### src/rtl/mem_bus_arbiter.sv
// Round-robin arbiter between the CPU memory port and the debug/loader port.
// It owns the shared memory bus and runs one fixed-length strobe access at a time.
module mem_bus_arbiter #(
  parameter int WIDTH   = 16,
  parameter int MEM_LAT = 2
) (
  input  logic             clock,
  input  logic             reset,
  input  logic             cpu_req,
  input  logic             cpu_we,
  input  logic [WIDTH-1:0] cpu_addr,
  input  logic [WIDTH-1:0] cpu_wdata,
  output logic             cpu_ack,
  input  logic             dbg_req,
  input  logic             dbg_we,
  input  logic [WIDTH-1:0] dbg_addr,
  input  logic [WIDTH-1:0] dbg_wdata,
  output logic             dbg_ack,
  output logic [WIDTH-1:0] rdata,
  output logic [WIDTH-1:0] mem_addr,
  output logic [WIDTH-1:0] mem_wdata,
  output logic             mem_re_L,
  output logic             mem_we_L,
  input  logic [WIDTH-1:0] mem_rdata,
  output logic             busy,
  output logic             owner
);

  typedef enum logic [1:0] {
    IDLE   = 2'd0,
    ACCESS = 2'd1,
    RESP   = 2'd2
  } state_e;

  localparam logic       PORT_CPU = 1'b0;
  localparam logic       PORT_DBG = 1'b1;
  localparam logic [3:0] CNT_LOAD = 4'(MEM_LAT - 1);

  state_e             state_q, state_d;
  logic [3:0]         cnt_q, cnt_d;
  logic               we_q, we_d;
  logic [WIDTH-1:0]   addr_q, addr_d;
  logic [WIDTH-1:0]   wdata_q, wdata_d;
  logic [WIDTH-1:0]   rdata_q, rdata_d;
  logic               owner_q, owner_d;
  logic               last_gnt_q, last_gnt_d;
  logic               re_l_q, re_l_d;
  logic               we_l_q, we_l_d;
  logic               cpu_ack_q, cpu_ack_d;
  logic               dbg_ack_q, dbg_ack_d;
  logic               grant_dbg;

  always_ff @(posedge clock) begin
    if (reset) begin
      state_q    <= IDLE;
      cnt_q      <= '0;
      we_q       <= 1'b0;
      addr_q     <= '0;
      wdata_q    <= '0;
      rdata_q    <= '0;
      owner_q    <= PORT_CPU;
      last_gnt_q <= PORT_DBG;
      re_l_q     <= 1'b1;
      we_l_q     <= 1'b1;
      cpu_ack_q  <= 1'b0;
      dbg_ack_q  <= 1'b0;
    end else begin
      state_q    <= state_d;
      cnt_q      <= cnt_d;
      we_q       <= we_d;
      addr_q     <= addr_d;
      wdata_q    <= wdata_d;
      rdata_q    <= rdata_d;
      owner_q    <= owner_d;
      last_gnt_q <= last_gnt_d;
      re_l_q     <= re_l_d;
      we_l_q     <= we_l_d;
      cpu_ack_q  <= cpu_ack_d;
      dbg_ack_q  <= dbg_ack_d;
    end
  end

  always_comb begin
    state_d    = state_q;
    cnt_d      = cnt_q;
    we_d       = we_q;
    addr_d     = addr_q;
    wdata_d    = wdata_q;
    rdata_d    = rdata_q;
    owner_d    = owner_q;
    last_gnt_d = last_gnt_q;
    cpu_ack_d  = 1'b0;
    dbg_ack_d  = 1'b0;
    // Debug wins when alone, or on a tie when the CPU had the previous grant.
    grant_dbg  = dbg_req && (!cpu_req || (last_gnt_q == PORT_CPU));

    case (state_q)
      IDLE: begin
        if (cpu_req || dbg_req) begin
          owner_d    = grant_dbg;
          last_gnt_d = grant_dbg;
          we_d       = grant_dbg ? dbg_we    : cpu_we;
          addr_d     = grant_dbg ? dbg_addr  : cpu_addr;
          wdata_d    = grant_dbg ? dbg_wdata : cpu_wdata;
          cnt_d      = CNT_LOAD;
          state_d    = ACCESS;
        end
      end
      ACCESS: begin
        if (cnt_q == 4'd0) begin
          if (!we_q) begin
            rdata_d = mem_rdata;
          end
          cpu_ack_d = (owner_q == PORT_CPU);
          dbg_ack_d = (owner_q == PORT_DBG);
          state_d   = RESP;
        end else begin
          cnt_d = cnt_q - 4'd1;
        end
      end
      RESP: begin
        state_d = IDLE;
      end
      default: begin
        state_d = IDLE;
      end
    endcase

    // Strobes are registered so the memory sees clean edges aligned with ACCESS.
    re_l_d = !((state_d == ACCESS) && !we_d);
    we_l_d = !((state_d == ACCESS) && we_d);
  end

  assign cpu_ack   = cpu_ack_q;
  assign dbg_ack   = dbg_ack_q;
  assign rdata     = rdata_q;
  assign mem_addr  = addr_q;
  assign mem_wdata = wdata_q;
  assign mem_re_L  = re_l_q;
  assign mem_we_L  = we_l_q;
  assign busy      = (state_q != IDLE);
  assign owner     = owner_q;

endmodule
### config.mk
export PLATFORM = sky130hd
export DESIGN_NAME = mem_bus_arbiter
export DESIGN_NICKNAME = d
export VERILOG_FILES = /design/src/rtl/mem_bus_arbiter.sv
export SDC_FILE = /design/constraint.sdc
export NUM_CORES = 1
export LEC_CHECK = 0
export CORE_MARGIN = 2
export CORE_UTILIZATION = 30
export DETAILED_ROUTE_END_ITERATION = 8
export PLACE_DENSITY = 0.75
export SLEW_MARGIN = 20
export SYNTH_ARGS = -nofsm -noshare
export SYNTH_HDL_FRONTEND = slang
export SYNTH_SLANG_ARGS = --single-unit
### constraint.sdc
create_clock -name clock -period 2.1 [get_ports clock]
set_input_delay 0.525 -clock clock [delete_from_list [all_inputs] [get_ports clock]]
set_output_delay 0.525 -clock clock [all_outputs]
set_load 0.02 [all_outputs]
### Word level (Yosys, flattened, before mapping)

Index checks and enable logic that the tools add are counted.

| storage, ports and cells | value |
|---|---|
| memories | 0 |
| output and inout bits | 54 |
| bits in read-only memories | 0 |
| RAM bits | 0 |
| bits in latches | 0 |
| flip-flop bits (word level) | 61 |
| logic and storage cells | 50 |

| cells by class | value |
|---|---|
| reductions and logical operators | 17 |
| muxes and demuxes | 11 |
| shifts and indexed selects | 0 |
| bitwise operators | 5 |
| order comparisons | 0 |
| $add $sub $neg | 1 |
| equal/unequal tests | 4 |
| div/mod/pow operators | 0 |
| multiply operators | 0 |

Operators by type and width:

| kind | number |
|---|---|
| two-way mux 16 bit | 2 |
| two-way mux 4 bit | 2 |
| case mux 4 bit (2 select lines) | 1 |
| AND reduction 3 bit | 2 |
| NOT 1 bit | 5 |
| equality test 2 x 1 -> 1 bit, second input constant | 2 |
| zero test 1 bit | 4 |
| zero test 4 bit | 1 |
| two-way mux 2 bit | 2 |
| != test 2 bit, second input constant | 2 |
| case mux 2 bit (2 select lines) | 1 |
| nonzero test 2 bit | 2 |
| subtractor 4 x 1 -> 4 bit, second input constant | 1 |
| logical AND 1 bit | 3 |
| two-way mux 1 bit | 3 |
| OR reduction 3 bit | 1 |
| zero test 2 bit | 1 |
| logical OR 1 bit | 2 |
| AND reduction 2 bit | 1 |

### Longest topological paths before layout

Gate-level depths: netlist (run 1).

| depth | value |
|---|---|
| word-level depth | 9 |
| gate-level depth with buffers | 6 |
| mapped depth without buffers | 5 |

### Worst setup path after synthesis (run 1)

Ideal clock, no wire load.

| timing path | value |
|---|---|
| path type | flip-flop to flip-flop |
| from | reg cnt_q[0] |
| to | reg rdata_q[0], in the netlist rdata[0] |
| arrival time | 1.496 ns |
| data required time | 2.028 ns |
| stages on the path, launching flop included | 7 |
| slack | 0.532 ns |
| period minus slack after synthesis | 1.568 ns |
| cell sequence | dfxtp_1 inv_1 ha_1 nand3b_4 nor4_4 buf_6 mux2i_1 |

| on the way | value |
|---|---|
| cells in the longest elaborated chain, start to end | 2 |

RTL lines:

| what | line | source |
|---|---|---|
| start: declaration | 40 | `logic [3:0] cnt_q, cnt_d;` |
| start signal: assignment | 69 | `cnt_q <= cnt_d;` |
| zero test 4 bit | 110 | `if (cnt_q == 4'd0) begin` |
| AND reduction 3 bit (no line) | -- |  |
| end signal: assignment | 73 | `rdata_q <= rdata_d;` |
| end: declaration | 44 | `logic [WIDTH-1:0] rdata_q, rdata_d;` |

No other way between the ends.
A chain may end at the register's enable or synchronous reset.

### Final worst setup path (run 1)

| timing path | value |
|---|---|
| from | reg state_q[0] |
| to | out busy |

| on the way | value |
|---|---|
| cells in the longest elaborated chain, start to end | 1 |

RTL lines:

| what | line | source |
|---|---|---|
| start: declaration | 39 | `state_e state_q, state_d;` |
| start signal: assignment | 68 | `state_q <= state_d;` |
| nonzero test 2 bit | 141 | `assign busy = (state_q != IDLE);` |
| end: declaration | 25 | `output logic busy,` |

No other way between the ends.

==> summary.md, run 1 <==
| Metric | Value |
|---|---|
| Outcome | completed |
| Die Height | 95.90 um |
| Final WL | 7254 um |
| Cell taking the most area after synthesis | dfxtp_1 |
| Max Root-Sink Buffers | 2 |
| CTS Sinks | 61 |
| Final net count | approximately 470 |
| Compound-Gate Fraction of Synth Area | about 16% |
| Largest family of logic cells by synthesized area | multiplexers |
| Final setup fails | 0 |
| Reg area | 1224 um^2 |
| Die X | ~96 um |
| Xor-xnor portion of the synthesized cell area | 0% |
| Max-cap viol count | 0 |
| Tot GR Track Use | between 15 and 20% |
| Mux share of post-synthesis cell area | 18.96% |
| Slew margin rel. | about three quarters |
| Critical path cell sequence | nor2_1, inv_1, clkdlybuf4s50_1 |
| Synthesized-area fraction occupied by adder cells | less than 1% |
| Element type at the critical path start | register |
| Initial antenna violation count | 0 |
| Via count | between 2,000 and 2,500 |
| Crit path DAT | 1.51 ns |
| Worst Skew | roughly 0.0064 ns |
| Share of the synthesized area in the top cell type | between 40% and 50% |
| Hold/Removal Path Class | reg2reg |
| Post_cts resized | 2 |
| RSZ-0062 raised after global routing | no |
| Clk pin slew, worst setup/hold paths | 0.06 ns |
| Post-route ant nets | 0 |
| Ranking of synthesized cells by area | dfxtp_1 48%, mux2i_1 19%, o2bb2ai_1 11% |
| GPL Wtd Cong | approximately 0.8 |
| Crit path capture type | output pin |
| Mean Syn Cell Area | 10.51 um^2 |
| Clock power frac | 31.7% |
| Drt pass-1 iters | 4 |
| CTS tree | built |
| Area of the multi-input gates | between 1000 and 1500 um^2 |
| Initial Util | around 30% |
| YS warnings | 0 |
| GRT overflow | 0 |
| N_diodes | 0 |
| Period utilization | between 90% and 100% |
| Fillcell total | ~740 |
| Mapped cell area | roughly 2500 um^2 |
| Syn Nets | 328 |
| Async SR Flop Fraction | 0% |
| Area grow syn2layout | 70.96% |
| Synth Instances | between 200 and 250 |
| Crit-path slowest cell | clkdlybuf4s50_1 |
| Flop pwr share | 40.8% |
| CP Max Fanout | 7 |
| Root buffer cell | clkbuf_8 |
| Sw Share | about 28% |
| Layout cell share with drive strength beyond 1 | a little under a tenth |
| CTS buffer count | 9 |
| WL per Instance | 14.63 um |
| Setup Buffers After CTS | 0 |
| Comb pwr share | 27.5% |
| Clk_lat worst skew | ~0.33 ns |
| Top cells by count, synth | 61 x dfxtp_1, 48 x mux2i_1, 33 x nand2_1 |
| Most frequent cell after synthesis | dfxtp_1 |
| Crit Path Class | reg2out |
| Vias in the first global route | ~2,300 |
| DRC Markers | 0 |
| Psw | roughly 0.94 mW |
| Total chip power | ~3.3 mW |
| Rows | 33 |
| Final min period | slightly above 2 ns |
| Full die area | 9197 um^2 |
| Top FF cell, synth | dfxtp_1 |
| Post-route setup TNS | 0 ns |
| LEAKAGE | around 1.6 nW |
| Largest net degree at the start of global routing | 33 |
| Tightest Pin Transition | 0.3809 ns |
| Port Buffers | around 140 |
| Final hold vios | 0 |
| Vias per cell | 4.760 |
| Peak supply drop | between 0.2 and 0.3 mV |
| H-tree depth | 3 |
| Post-synth EDFFs | 0 |
| Fin. max-slew vios | 0 |
| First-pass GRT wire length | roughly 11,000 um |
| CORE AREA | 8217 um^2 |
| FF+latch count, synth | 61 |
| Max frequency | 492.1 MHz |
| Pwr dens | 764.0 nW/um^2 |
| Hold_buf cts | 0 |
| Register area share after synthesis | between 40% and 50% |
| Largest incremental delay on the critical path | ~0.61 ns |
| Iter 0 DRT Violations | 37 |
| Dpl hpwl | approximately 5300 um |
| Simple-gate share of the synthesized area | roughly an eighth |
| Ports | 140 |
| CP required | 1.57 ns |
| Internal power | between 2 and 2.5 mW |
| Distinct cells, synth | 40 |
## placed cells by master (no fill, tap or decap), types with 2 or more instances in the layout
cell             netlist  routed
nor3_1                 2       2
a22oi_1                2       2
buf_4                  0       7
nand2_1               33      33
clkbuf_8               0      11
dfxtp_2                0       2
o2bb2ai_1             32      32
and2_1                 3       3
mux2i_1               48      48
o221ai_1               2       2
nor2_1                 4       4
o21ai_0                2       2
a21oi_1                5       4
inv_1                  5       5
clkinv_2               0       2
or2_2                  2       2
nor2b_1                2       2
dfxtp_1               61      59
clkdlybuf4s50_1        0     139
buf_12                 0       4
## sequential cells by signal (all words and copies together) (netlist names)
register,flops
mem_we_L,1
mem_addr,16
owner,1
cnt_q,4
state_q,2
rdata,16
mem_re_L,1
cpu_ack,1
dbg_ack,1
we_q,1
mem_wdata,16
last_gnt_q,1
## kinds of logic after synthesis
family	count (synthesis)
AND/OR/NAND/NOR	59
buffers and inverters	21
adder cells (fa/ha/maj)	1
multiplexers	48
flip-flops	61
AO/OA/AOI/OAI	51
## layer usage
layer / vias up / global-route usage [%] / wire (um)
met1: 1110 / 19.27 / 2957
met4: 0 / 7.143 / 128
met3: 12 / 4.150 / 376
li1: 1171 / - / -
met2: 68 / 26.63 / 3792
met5: - / 0 / 0
## worst paths after layout
path,startpoint,to,slack [ns],cells after the start
min reg2reg,owner,cpu_ack,0.45,1
max,state_q[0],busy,0.07,3
max reg2reg,cnt_q[0],mem_we_L,0.39,5
min,owner,cpu_ack,0.45,1
## cell type report
class                           instances  area share [%]
Timing Repair Buffer                  150           35.18
Multi-Input combinational cell        159           28.42
Sequential cell                        61           28.25
Clock buffer                           11           3.495
Tap cell                              105           3.033
Clock inverter                          4           1.098
Inverter                                6          0.5199
## through the flow
step | instance area (um^2) | hold slack, ns | utilization (%) | worst slack [ns] | instances
2_1_floorplan | 2534 | 0.4695 | - | 0.5323 | 241
3_3_place_gp | 4130 | 0.4424 | 50.27 | 0.08627 | 481
3_5_place_dp | 4130 | 0.4480 | 50.27 | 0.03335 | 481
4_1_cts | 4332 | 0.4576 | 52.72 | 0.06686 | 496
5_1_grt | 4332 | 0.4714 | 52.72 | 0.03370 | 496
6_report | 4332 | 0.4526 | 52.72 | 0.06776 | 496
## power by group through the flow
stage | logic (mW) | registers, mW | clock network, mW
global route | 0.978 | 1.36 | 1.12
detailed placement | 0.914 | 1.37 | 0
CTS | 0.918 | 1.35 | 1.08
global placement | 0.900 | 1.37 | 0
finish | 0.910 | 1.35 | 1.05
floorplan | 0.306 | 1.49 | 0
## critical path, delay by kind of cell, from the launching register on
family,cells,cell delay (ns)
flops,1,0.43
simple gates,1,0.08
buf+inv,2,0.68
(Power assumes the default switching activity.)
==> run 2: changes to the inputs <==
--- a/config.mk
+++ b/config.mk
@@ -6,9 +6,9 @@
 export NUM_CORES = 1
 export LEC_CHECK = 0
 export CORE_MARGIN = 2
-export CORE_UTILIZATION = 30
+export CORE_UTILIZATION = 25
 export DETAILED_ROUTE_END_ITERATION = 8
-export PLACE_DENSITY = 0.75
+export PLACE_DENSITY = 0.66
 export SLEW_MARGIN = 20
 export SYNTH_ARGS = -nofsm -noshare
 export SYNTH_HDL_FRONTEND = slang
==> run 2 against run 1 <==
Critical path depth did not move. Sequential power hardly changed. Register-to-register slack got worse by 0.02 ns. Utilization fell by 8.7 points. Count of clock-buffer cells in the layout grew 1. Via count shrank 0.55%. Sequential cell count unchanged. Final cell count increased by 5.4%. Cell area decreased by 0.32%. Global-route usage fell by 2.4 points.
==> summary.md, run 2 (synthesized netlist as in run 1, its figures left out) <==
| Metric | Value |
|---|---|
| Hold Path Stages | 2 (+1) |
| Initial antenna violation count | 0 (unchanged) |
| Dpl hpwl | 5382 um (+1.2%) |
| Worst r2r src | cnt_q[0] |
| Hold/Removal Path Class | reg2reg |
| WP buf/inv | 2 (unchanged) |
| Fin. max-slew vios | 0 (unchanged) |
| Pwr dens | 740.2 nW/um^2 (-3.1%) |
| N_diodes | 0 (unchanged) |
| Tot GR Track Use | 13.55% (-2.4 points) |
| Reg2reg end | mem_we_L |
| Max Root-Sink Buffers | 2 (unchanged) |
| Total chip power | 3.196 mW (-3.4%) |
| DRC Markers | 0 (unchanged) |
| Post-route ant nets | 0 (unchanged) |
| Largest incremental delay on the critical path | 0.60 ns (about the same) |
| Clk_lat worst skew | 0.33 ns (about the same) |
| GPL Wtd Cong | 0.8001 (-0.30%) |
| LEAKAGE | 1.591 nW (-1.4%) |
| Tightest Pin Transition | 0.3651 ns (-0.01582 ns) |
| Rows | 36 (+9.1%) |
| Area grow syn2layout | 70.42% |
| Period utilization | 95.99% (-0.78 points) |
| H-tree depth | 3 (unchanged) |
| Ports | 140 (unchanged) |
| Hold_sp | rdata[6] |
| Setup WS post-layout | 0.08419 ns (+0.01643 ns) |
| Final WL | 7262 um (+0.11%) |
| Final net count | 472 (-0.42%) |
| Die X | 104.7 um (+9.1%) |
| First-pass GRT wire length | 11,830 um (+5.3%) |
| Initial Util | 25.80% (-5.0 points) |
| Max frequency | 496.1 MHz (+0.81%) |
| Sw Share | 29.56% (+1.3 points) |
| Flop2flop setup slack | 0.37 ns (-0.02 ns) |
| Peak supply drop | 0.2706 mV (-1.8%) |
| Internal power | 2.251 mW (-5.2%) |
| Crit path capture type | output pin |
| Worst Reg-to-Reg Cells | 5 (unchanged) |
| WL per Instance | 13.89 um (-5.1%) |
| CTS Sinks | 61 (unchanged) |
| Clock power frac | 29.6% (-2.1 points) |
| Crit-path slowest cell | clkdlybuf4s50_1 |
| Hold EP | rdata[6] |
| Final hold vios | 0 (unchanged) |
| Root buffer cell | clkbuf_8 |
| Largest net degree at the start of global routing | 33 (unchanged) |
| Worst Skew | 0.007980 ns (+0.001591 ns) |
| Crit path DAT | 1.49 ns (-0.02 ns) |
| GRT overflow | 0 (unchanged) |
| Hold_buf cts | 0 (unchanged) |
| Pre-CTS setup slack | 0.001495 ns (-0.03185 ns) |
| CP Max Fanout | 7 (unchanged) |
| Iter 0 DRT Violations | 94 (+150%) |
| Max-cap viol count | 0 (unchanged) |
| Crit Path Class | reg2out |
| CTS buffer count | 9 (unchanged) |
| Clk pin slew, worst setup/hold paths | 0.07 ns (about the same) |
| Outcome | completed |
| Commonest non-fill, non-tap cell in the layout | clkdlybuf4s50_1 |
| CORE AREA | 9819 um^2 (+20%) |
| Flop pwr share | 42.2% (+1.4 points) |
| Vias per cell | 4.489 (-5.7%) |
| Psw | 0.9449 mW (+1.0%) |
| Fillcell total | 977 (+31%) |
| Layout cell share with drive strength beyond 1 | 8.718% (-0.49 points) |
| Slew margin rel. | 75.44% (+1.1 points) |
| Element type at the critical path start | register |
| Post-route setup TNS | 0 ns (unchanged) |
| CTS tree | built |
| Port Buffers | 139 (unchanged) |
| Most frequent cells in the layout | 139 x clkdlybuf4s50_1, 59 x dfxtp_1, 48 x mux2i_1, 33 x nand2_1, 32 x o2bb2ai_1 |
| RSZ-0062 raised after global routing | no |
| Critical path cell sequence | nor2_1, inv_1, clkdlybuf4s50_1 |
| Final setup fails | 0 (unchanged) |
| Die Height | 104.7 um (+9.1%) |
| Drt pass-1 iters | 4 (unchanged) |
| Vias in the first global route | 2,365 (+2.5%) |
| Full die area | 10,960 um^2 (+19%) |
| Via count | 2,348 (-0.55%) |
| Final min period | 2.016 ns (-0.01643 ns) |
| Comb pwr share | 28.2% (+0.7 points) |
| CP required | 1.57 ns (about the same) |
| Critical path's top delay family | buffers and inverters |
## run 2: cell count changes in the layout (fill, tap and decap cells not counted), sizes merged
cell	change
clkbuf	+1
clkinv	+1
bufinv	-1
buf	-2
## run 2: through the flow
step / util [%] / instance area [um^2] / hold slack [ns] / instances
global placement: 42.14 / 4138 / 0.4435 / 507
detailed placement: 42.14 / 4138 / 0.4489 / 507
finish: 43.97 / 4318 / 0.4572 / 523
global route: 43.97 / 4318 / 0.4813 / 523
CTS: 43.97 / 4318 / 0.4612 / 523
floorplan: - / 2534 / 0.4695 / 241
## run 2: area by class of cell
cell class / count / area [um^2] / area share, %
timing repair buffer: 148 / 1496 / 34.66
clock buffer: 12 / 155.1 / 3.593
sequential: 61 / 1224 / 28.34
inverter: 6 / 22.52 / 0.5216
tap: 133 / 166.4 / 3.854
multi-input combinational: 159 / 1231 / 28.51
clock inverter: 4 / 22.52 / 0.5216
## run 2: worst register-to-register path, cell delays in order (launching register included)
cell and delay, ns:
dfxtp_1 0.31, inv_1 0.09, ha_1 0.26, or3b_2 0.52
and3_1 0.20, o21ai_0 0.24
## run 2: worst max path at each step
stage,end,start,cells after the start
final,busy,state_q[0],3
after global routing,busy,state_q[0],3
after CTS,busy,state_q[0],3
after detailed placement,mem_addr[9],cpu_req,5
after global placement,mem_addr[8],dbg_req,5
after floorplan,rdata[0],cnt_q[0],6
## run 2: timing repair
item,4_1_cts,5_1_grt
setup buffers,0,0
resized for setup,2,0
setup endpoints to repair,1,0
## run 2: power groups by stage
stage	Sequential [mW]	Clock, mW	Combinational [mW]
global placement	1.37	0	0.899
detailed placement	1.37	0	0.910
CTS	1.35	0.984	0.914
finish	1.35	0.946	0.902
global route	1.36	1.04	0.968
floorplan	1.49	0	0.306
## run 2: routing by layer
metal	global-route usage (%)	wire length, um	share of wire [%]	vias up
met2	22.41	3646	50	70
met4	6.381	117	1.6	0
met1	16.38	3091	43	1102
met5	0	0	0	-
met3	3.556	407	5.6	10
li1	-	-	-	1166
